==> config.mk <==
export PLATFORM = sky130hd
export DESIGN_NAME = st2110_rtp_packetizer
export DESIGN_NICKNAME = d
export VERILOG_FILES = /design/src/rtl/st2110_rtp_packetizer.sv
export SDC_FILE = /design/constraint.sdc
export NUM_CORES = 1
export LEC_CHECK = 0
export CAP_MARGIN = 30
export CELL_PAD_IN_SITES_DETAIL_PLACEMENT = 1
export CELL_PAD_IN_SITES_GLOBAL_PLACEMENT = 1
export CORE_MARGIN = 3
export CORE_UTILIZATION = 40
export CTS_CLUSTER_SIZE = 8
export DETAILED_ROUTE_END_ITERATION = 10
export PLACE_DENSITY_LB_ADDON = 0.1
export RECOVER_POWER = 100
export SLEW_MARGIN = 20
export SYNTH_ARGS = -nofsm -noshare
export SYNTH_HDL_FRONTEND = slang
export SYNTH_SLANG_ARGS = --single-unit
==> constraint.sdc <==
create_clock -name clk -period 2.6 [get_ports clk]
set_clock_uncertainty 0.2 [all_clocks]
set_input_delay 0.39 -clock clk [delete_from_list [all_inputs] [get_ports clk]]
set_output_delay 0.39 -clock clk [all_outputs]
set_load 0.05 [all_outputs]
==> src/rtl/st2110_rtp_packetizer.sv <==
// rtl/st2110_rtp_packetizer.sv - ST2110-20 RTP packetizer from RGB pixel beats to a byte stream
// Buffers up to PIXELS_PER_PKT pixels, then sends RTP header, single-SRD payload header and RGB bytes.
module st2110_rtp_packetizer #(
  parameter int unsigned PIXELS_PER_PKT = 8,
  parameter logic [6:0]  PAYLOAD_TYPE   = 7'd96,
  parameter logic [31:0] SSRC           = 32'h0000_2110
) (
  input  logic        clk,
  input  logic        rst_n,
  input  logic [23:0] pixel_data_in,
  input  logic        pixel_valid_in,
  output logic        pixel_ready_out,
  input  logic        pixel_sof_in,
  input  logic        pixel_eol_in,
  input  logic        pixel_eof_in,
  input  logic [31:0] rtp_ts_in,
  output logic [7:0]  tx_data_out,
  output logic        tx_valid_out,
  output logic        tx_last_out,
  input  logic        tx_ready_in,
  output logic        drop_pulse_out
);

  localparam int CW = $clog2(PIXELS_PER_PKT + 1);
  localparam int AW = (PIXELS_PER_PKT > 1) ? $clog2(PIXELS_PER_PKT) : 1;
  localparam logic [CW-1:0] FULL = CW'(PIXELS_PER_PKT);

  typedef enum logic [1:0] {S_IDLE, S_COLLECT, S_HDR, S_PAY} state_t;

  state_t state, next_state;

  logic [23:0]   buffer [PIXELS_PER_PKT];
  logic [CW-1:0] count;
  logic [CW-1:0] count_after;
  logic [AW-1:0] wr_idx;
  logic [31:0]   seq;
  logic [31:0]   ts;
  logic [14:0]   row;
  logic [14:0]   offset;
  logic [14:0]   row_base;
  logic [14:0]   off_base;
  logic [14:0]   pkt_row;
  logic [14:0]   pkt_offset;
  logic          marker;
  logic [4:0]    hdr_idx;
  logic [AW-1:0] pix_idx;
  logic [1:0]    comp;
  logic          ready_q;
  logic          drop_q;
  logic          pix_beat;
  logic          tx_beat;
  logic          close;
  logic          last_pix;
  logic          last_byte;
  logic [15:0]   cnt16;
  logic [15:0]   srd_len;
  logic [7:0]    hdr_byte;
  logic [7:0]    pay_byte;
  logic [23:0]   pix_word;

  assign pixel_ready_out = ready_q;
  assign drop_pulse_out  = drop_q;

  assign pix_beat = pixel_valid_in & ready_q;
  assign tx_beat  = tx_valid_out & tx_ready_in;

  // A sof beat restarts the packet: it always lands in slot 0.
  assign wr_idx      = pixel_sof_in ? '0 : count[AW-1:0];
  assign count_after = pixel_sof_in ? CW'(1) : count + 1'b1;
  assign close       = pix_beat & (pixel_eol_in | pixel_eof_in | (count_after == FULL));
  assign row_base    = pixel_sof_in ? 15'd0 : row;
  assign off_base    = pixel_sof_in ? 15'd0 : offset;

  assign last_pix  = (CW'(pix_idx) == count - 1'b1);
  assign last_byte = last_pix & (comp == 2'd2);

  assign cnt16   = 16'(count);
  assign srd_len = cnt16 + (cnt16 << 1);

  always_ff @(posedge clk) begin
    if (!rst_n) state <= S_IDLE;
    else        state <= next_state;
  end

  always_comb begin
    next_state   = state;
    tx_valid_out = 1'b0;
    tx_data_out  = 8'd0;
    tx_last_out  = 1'b0;
    case (state)
      S_IDLE, S_COLLECT: begin
        if (close)         next_state = S_HDR;
        else if (pix_beat) next_state = S_COLLECT;
      end
      S_HDR: begin
        tx_valid_out = 1'b1;
        tx_data_out  = hdr_byte;
        if (tx_ready_in && hdr_idx == 5'd19) next_state = S_PAY;
      end
      S_PAY: begin
        tx_valid_out = 1'b1;
        tx_data_out  = pay_byte;
        tx_last_out  = last_byte;
        if (tx_ready_in && last_byte) next_state = S_IDLE;
      end
      default: next_state = S_IDLE;
    endcase
  end

  always_comb begin
    hdr_byte = 8'd0;
    case (hdr_idx)
      5'd0:  hdr_byte = 8'h80;
      5'd1:  hdr_byte = {marker, PAYLOAD_TYPE};
      5'd2:  hdr_byte = seq[15:8];
      5'd3:  hdr_byte = seq[7:0];
      5'd4:  hdr_byte = ts[31:24];
      5'd5:  hdr_byte = ts[23:16];
      5'd6:  hdr_byte = ts[15:8];
      5'd7:  hdr_byte = ts[7:0];
      5'd8:  hdr_byte = SSRC[31:24];
      5'd9:  hdr_byte = SSRC[23:16];
      5'd10: hdr_byte = SSRC[15:8];
      5'd11: hdr_byte = SSRC[7:0];
      5'd12: hdr_byte = seq[31:24];
      5'd13: hdr_byte = seq[23:16];
      5'd14: hdr_byte = srd_len[15:8];
      5'd15: hdr_byte = srd_len[7:0];
      5'd16: hdr_byte = {1'b0, pkt_row[14:8]};
      5'd17: hdr_byte = pkt_row[7:0];
      5'd18: hdr_byte = {1'b0, pkt_offset[14:8]};
      5'd19: hdr_byte = pkt_offset[7:0];
      default: hdr_byte = 8'd0;
    endcase
  end

  always_comb begin
    pix_word = buffer[pix_idx];
    case (comp)
      2'd0:    pay_byte = pix_word[23:16];
      2'd1:    pay_byte = pix_word[15:8];
      default: pay_byte = pix_word[7:0];
    endcase
  end

  always_ff @(posedge clk) begin
    if (pix_beat) buffer[wr_idx] <= pixel_data_in;
  end

  always_ff @(posedge clk) begin
    if (!rst_n) begin
      count      <= '0;
      seq        <= 32'd0;
      ts         <= 32'd0;
      row        <= 15'd0;
      offset     <= 15'd0;
      pkt_row    <= 15'd0;
      pkt_offset <= 15'd0;
      marker     <= 1'b0;
      hdr_idx    <= 5'd0;
      pix_idx    <= '0;
      comp       <= 2'd0;
      ready_q    <= 1'b0;
      drop_q     <= 1'b0;
    end else begin
      ready_q <= (next_state == S_IDLE) || (next_state == S_COLLECT);
      drop_q  <= pix_beat & pixel_sof_in & (count != '0);
      if (pix_beat) begin
        count <= count_after;
        if (pixel_sof_in) begin
          ts         <= rtp_ts_in;
          pkt_row    <= 15'd0;
          pkt_offset <= 15'd0;
        end else if (count == '0) begin
          pkt_row    <= row;
          pkt_offset <= offset;
        end
        if (close) begin
          hdr_idx <= 5'd0;
          pix_idx <= '0;
          comp    <= 2'd0;
          // eof wins over eol, which wins over a simultaneous size close.
          if (pixel_eof_in) begin
            marker <= 1'b1;
            row    <= 15'd0;
            offset <= 15'd0;
          end else if (pixel_eol_in) begin
            row    <= row_base + 15'd1;
            offset <= 15'd0;
          end else begin
            row    <= row_base;
            offset <= off_base + 15'(count_after);
          end
        end else if (pixel_sof_in) begin
          row    <= 15'd0;
          offset <= 15'd0;
        end
      end
      if (tx_beat) begin
        if (state == S_HDR) begin
          hdr_idx <= hdr_idx + 5'd1;
        end else if (last_byte) begin
          count  <= '0;
          marker <= 1'b0;
          seq    <= seq + 32'd1;
        end else if (comp == 2'd2) begin
          comp    <= 2'd0;
          pix_idx <= pix_idx + 1'b1;
        end else begin
          comp <= comp + 2'd1;
        end
      end
    end
  end

endmodule

==> flow_summary.json, run 1 <==
{
  "status": "complete, but fails checks",
  "violations": "negative setup slack",
  "grt_pass1_vias": 12300,
  "cts_buffers": 48,
  "htreeDepth": 2,
  "synth_area_leaders": "edfxtp_1 38%, dfxtp_1 19%, mux4_2 7.8%",
  "grt_pass1_wl_um": 72900,
  "fp.dieH_um": 200,
  "finalCritPeriodShare": 1.30,
  "routed-via-count": 11700,
  "yosys.area_share.simple": 0.136,
  "holdCritPathClass": "in -> reg",
  "crit_path_max_fanout": 5,
  "synthesis.area_um2": 15100,
  "avgRoutedWirePerCell_um": 22.8,
  "dp_hpwl_um": 31900,
  "async_flop_share": 0,
  "grt_max_degree": 37,
  "synth_edf_count": 192,
  "tightest_slew_ns": 0.650,
  "chipWidth_um": 200,
  "clkLatencyLatePin_ns": 0.57,
  "ys_seq_area_frac": 0.572,
  "p_clk_frac": 0.475,
  "hold_viol_final": 0,
  "drcViolationCount": 0,
  "swShare": 0.222,
  "grt_overflow": 0,
  "synth_area_per_cell_um2": 11.8,
  "drive_above_1_share": 0.280,
  "syn_to_final_growth_pct": 32.7,
  "antenna_cells": 0,
  "drt-vias-per-instance": 5.66,
  "antenna_found_initial": 3,
  "setup_viol": 42,
  "wl_um": 47200,
  "synthMuxAreaShare": 0.0980,
  "dr.pass1.iters": 6,
  "final_cells": 2066,
  "synth-compound-area-share": 0.132,
  "rrSetupSlack_ns": -0.12,
  "final_net_count": 1620,
  "synth_top_family_by_area": "simple AND/OR/NAND/NOR gates",
  "die_area_um2": 40100,
  "cts-hold-fix-buffers": 0,
  "rsz0062_at_grt": "yes",
  "yosys-top-cells-count": "192 x edfxtp_1, 143 x dfxtp_1, 131 x nand2_1, 108 x a21oi_1, 85 x nor2_1",
  "netlist.area_leader.share": 0.382,
  "clock-sinks": 335,
  "finalPower_mw": 12.0,
  "place.gp.congestion": 0.865,
  "path_clk_slew_ns": 0.05,
  "ctsLongestPathBuffers": 3,
  "ys_types": 84,
  "timing.fmax_mhz": 297,
  "p_comb_frac": 0.051,
  "worst_ir_drop_vdd_v": 0.000784,
  "seq_power_share": 0.474,
  "cts_tree": "yes",
  "drv_cap": 0,
  "portBuffers": 74,
  "first_iter_violations": 904,
  "boundaryPins": 75,
  "power_density_nw_per_um2": 598,
  "crit_path_end_kind": "primary output",
  "synth_xor_xnor_area_share": 0.0104,
  "fin_ws_ns": -0.768,
  "layout_min_cycle_time_ns": 3.37,
  "antenna_left": 0,
  "p_sw_mw": 2.66,
  "path_class": "reg -> out",
  "critPathLaunchType": "register",
  "synth-seq-cells": 335,
  "root_buffer": "clkbuf_16",
  "synthAdderAreaFrac": 0.0193,
  "synth_ff_type": "edfxtp_1",
  "num_rows": 70,
  "postSynthCellCount": 1273,
  "dp.cells": 1961,
  "crit_arrival_ns": 2.78,
  "finalMaxSlewViolations": 0,
  "synth.yosys.warnings": 0,
  "syn-num-nets": 1358,
  "initial_core_util": 0.409,
  "required_ns": 2.01,
  "p_leak_nw": 6.79,
  "core_area_um2": 36900,
  "track_usage": 0.233,
  "synth_top_area_cell": "edfxtp_1",
  "yosysMostFrequentCell": "edfxtp_1",
  "max-slew-margin-rel": 0.567,
  "power.internal_mw": 9.31
}
flip-flops by register name, summed over array words and instances, names as in the netlist:
| signal | count |
|---|---|
| drop_pulse_out | 1 |
| row | 15 |
| pixel_ready_out | 1 |
| pkt_offset | 15 |
| seq | 32 |
| marker | 1 |
| pkt_row | 15 |
| comp | 2 |
| count | 4 |
| ts | 32 |
| pix_idx | 3 |
| buffer | 192 |
| offset | 15 |
| hdr_idx | 5 |
| state | 2 |
placed cells by master, fill, tap and decap left out, types with 17 or more instances in the layout:
master / n
dlygate4sd3_1: 26
nor2_1: 77
inv_1: 17
mux4_2: 52
edfxtp_1: 192
a22oi_1: 47
clkbuf_1: 41
o21ai_0: 35
clkbuf_16: 48
mux2i_1: 24
nand2_1: 129
nand3_1: 30
buf_4: 163
dfxtp_1: 134
a21oi_1: 102
buf_12: 22
clkdlybuf4s50_1: 39
metrics by stage:
stage / hold slack (ns) / utilization / worst slack (ns) / setup TNS (ns) / cell area, µm²
6_report: 0.177 / 0.543 / -0.768 / -6.98 / 20000
3_3_place_gp: 0.249 / 0.491 / -0.386 / -4.96 / 18100
4_1_cts: 0.148 / 0.541 / -0.791 / -5.72 / 19900
2_1_floorplan: 0.232 / - / -0.0345 / -3.32 / 15300
3_5_place_dp: 0.252 / 0.491 / -0.432 / -6.48 / 18100
5_1_grt: 0.170 / 0.543 / -0.896 / -18.35 / 20000
metal layers:
metal  routed length [µm]  GRT usage
met5                   34          0
met1                19800      0.295
met4                 1360     0.0730
met3                 2500     0.0489
met2                23500      0.402
final cells by class:
cell class | instances | area, µm²
Clock buffer | 74 | 1300
Clock inverter | 3 | 58.8
Fill cell | 3776 | 16900
Inverter | 23 | 92.6
Multi-Input combinational cell | 827 | 6540
Sequential cell | 335 | 8650
Tap cell | 504 | 631
Timing Repair Buffer | 300 | 2740
final timing paths:
kind | cells after the start | start | end
max reg2reg | 10 | count[0] | offset[6]
min | 3 | rtp_ts_in[18] | ts[18]
min reg2reg | 2 | ts[30] | ts[30]
max | 10 | hdr_idx[0] | tx_data_out[0]
critical path, stage by stage, from the launching register on:
cell	delay [ns]
dfxtp_2	0.34
buf_6	0.12
ha_4	0.17
nor4bb_4	0.16
buf_4	0.15
a222oi_1	0.28
nand3_1	0.18
nor4_4	0.41
buf_4	0.19
o21ai_4	0.06
buf_12	0.15
cells by family (layout without fill, tap and decap cells):
family | after synthesis | count (layout)
AOI/OAI and AO/OA | 307 | 307
and+or+nand+nor | 402 | 402
buffers and inverters | 111 | 400
xor gates and xnor gates | 14 | 14
DFF | 335 | 335
muxes | 82 | 82
adders and majority gates | 22 | 22
repair_timing:
action,CTS,global route
pin swaps,25,23
setup buffers,16,11
gates resized for setup,74,50
setup endpoints to repair,33,29
cloned,2,1
power groups by stage:
stage          sequential [mW]  clock, mW  combinational (mW)
2_1_floorplan             5.78          0               0.257
3_3_place_gp              5.78          0               0.599
3_5_place_dp              5.78          0               0.609
4_1_cts                   5.68       5.84               0.638
5_1_grt                   5.68       6.08               0.662
6_report                  5.68       5.69               0.610
No activity file was read; power rests on OpenSTA's default activity.
==> inputs of run 2 (changes only) <==
--- a/config.mk
+++ b/config.mk
@@ -14,7 +14,6 @@
 export DETAILED_ROUTE_END_ITERATION = 10
 export PLACE_DENSITY_LB_ADDON = 0.1
 export RECOVER_POWER = 100
-export SLEW_MARGIN = 20
 export SYNTH_ARGS = -nofsm -noshare
 export SYNTH_HDL_FRONTEND = slang
 export SYNTH_SLANG_ARGS = --single-unit
==> results of run 2 <==
Final layout, timing and power as in run 1 (identical DEF).
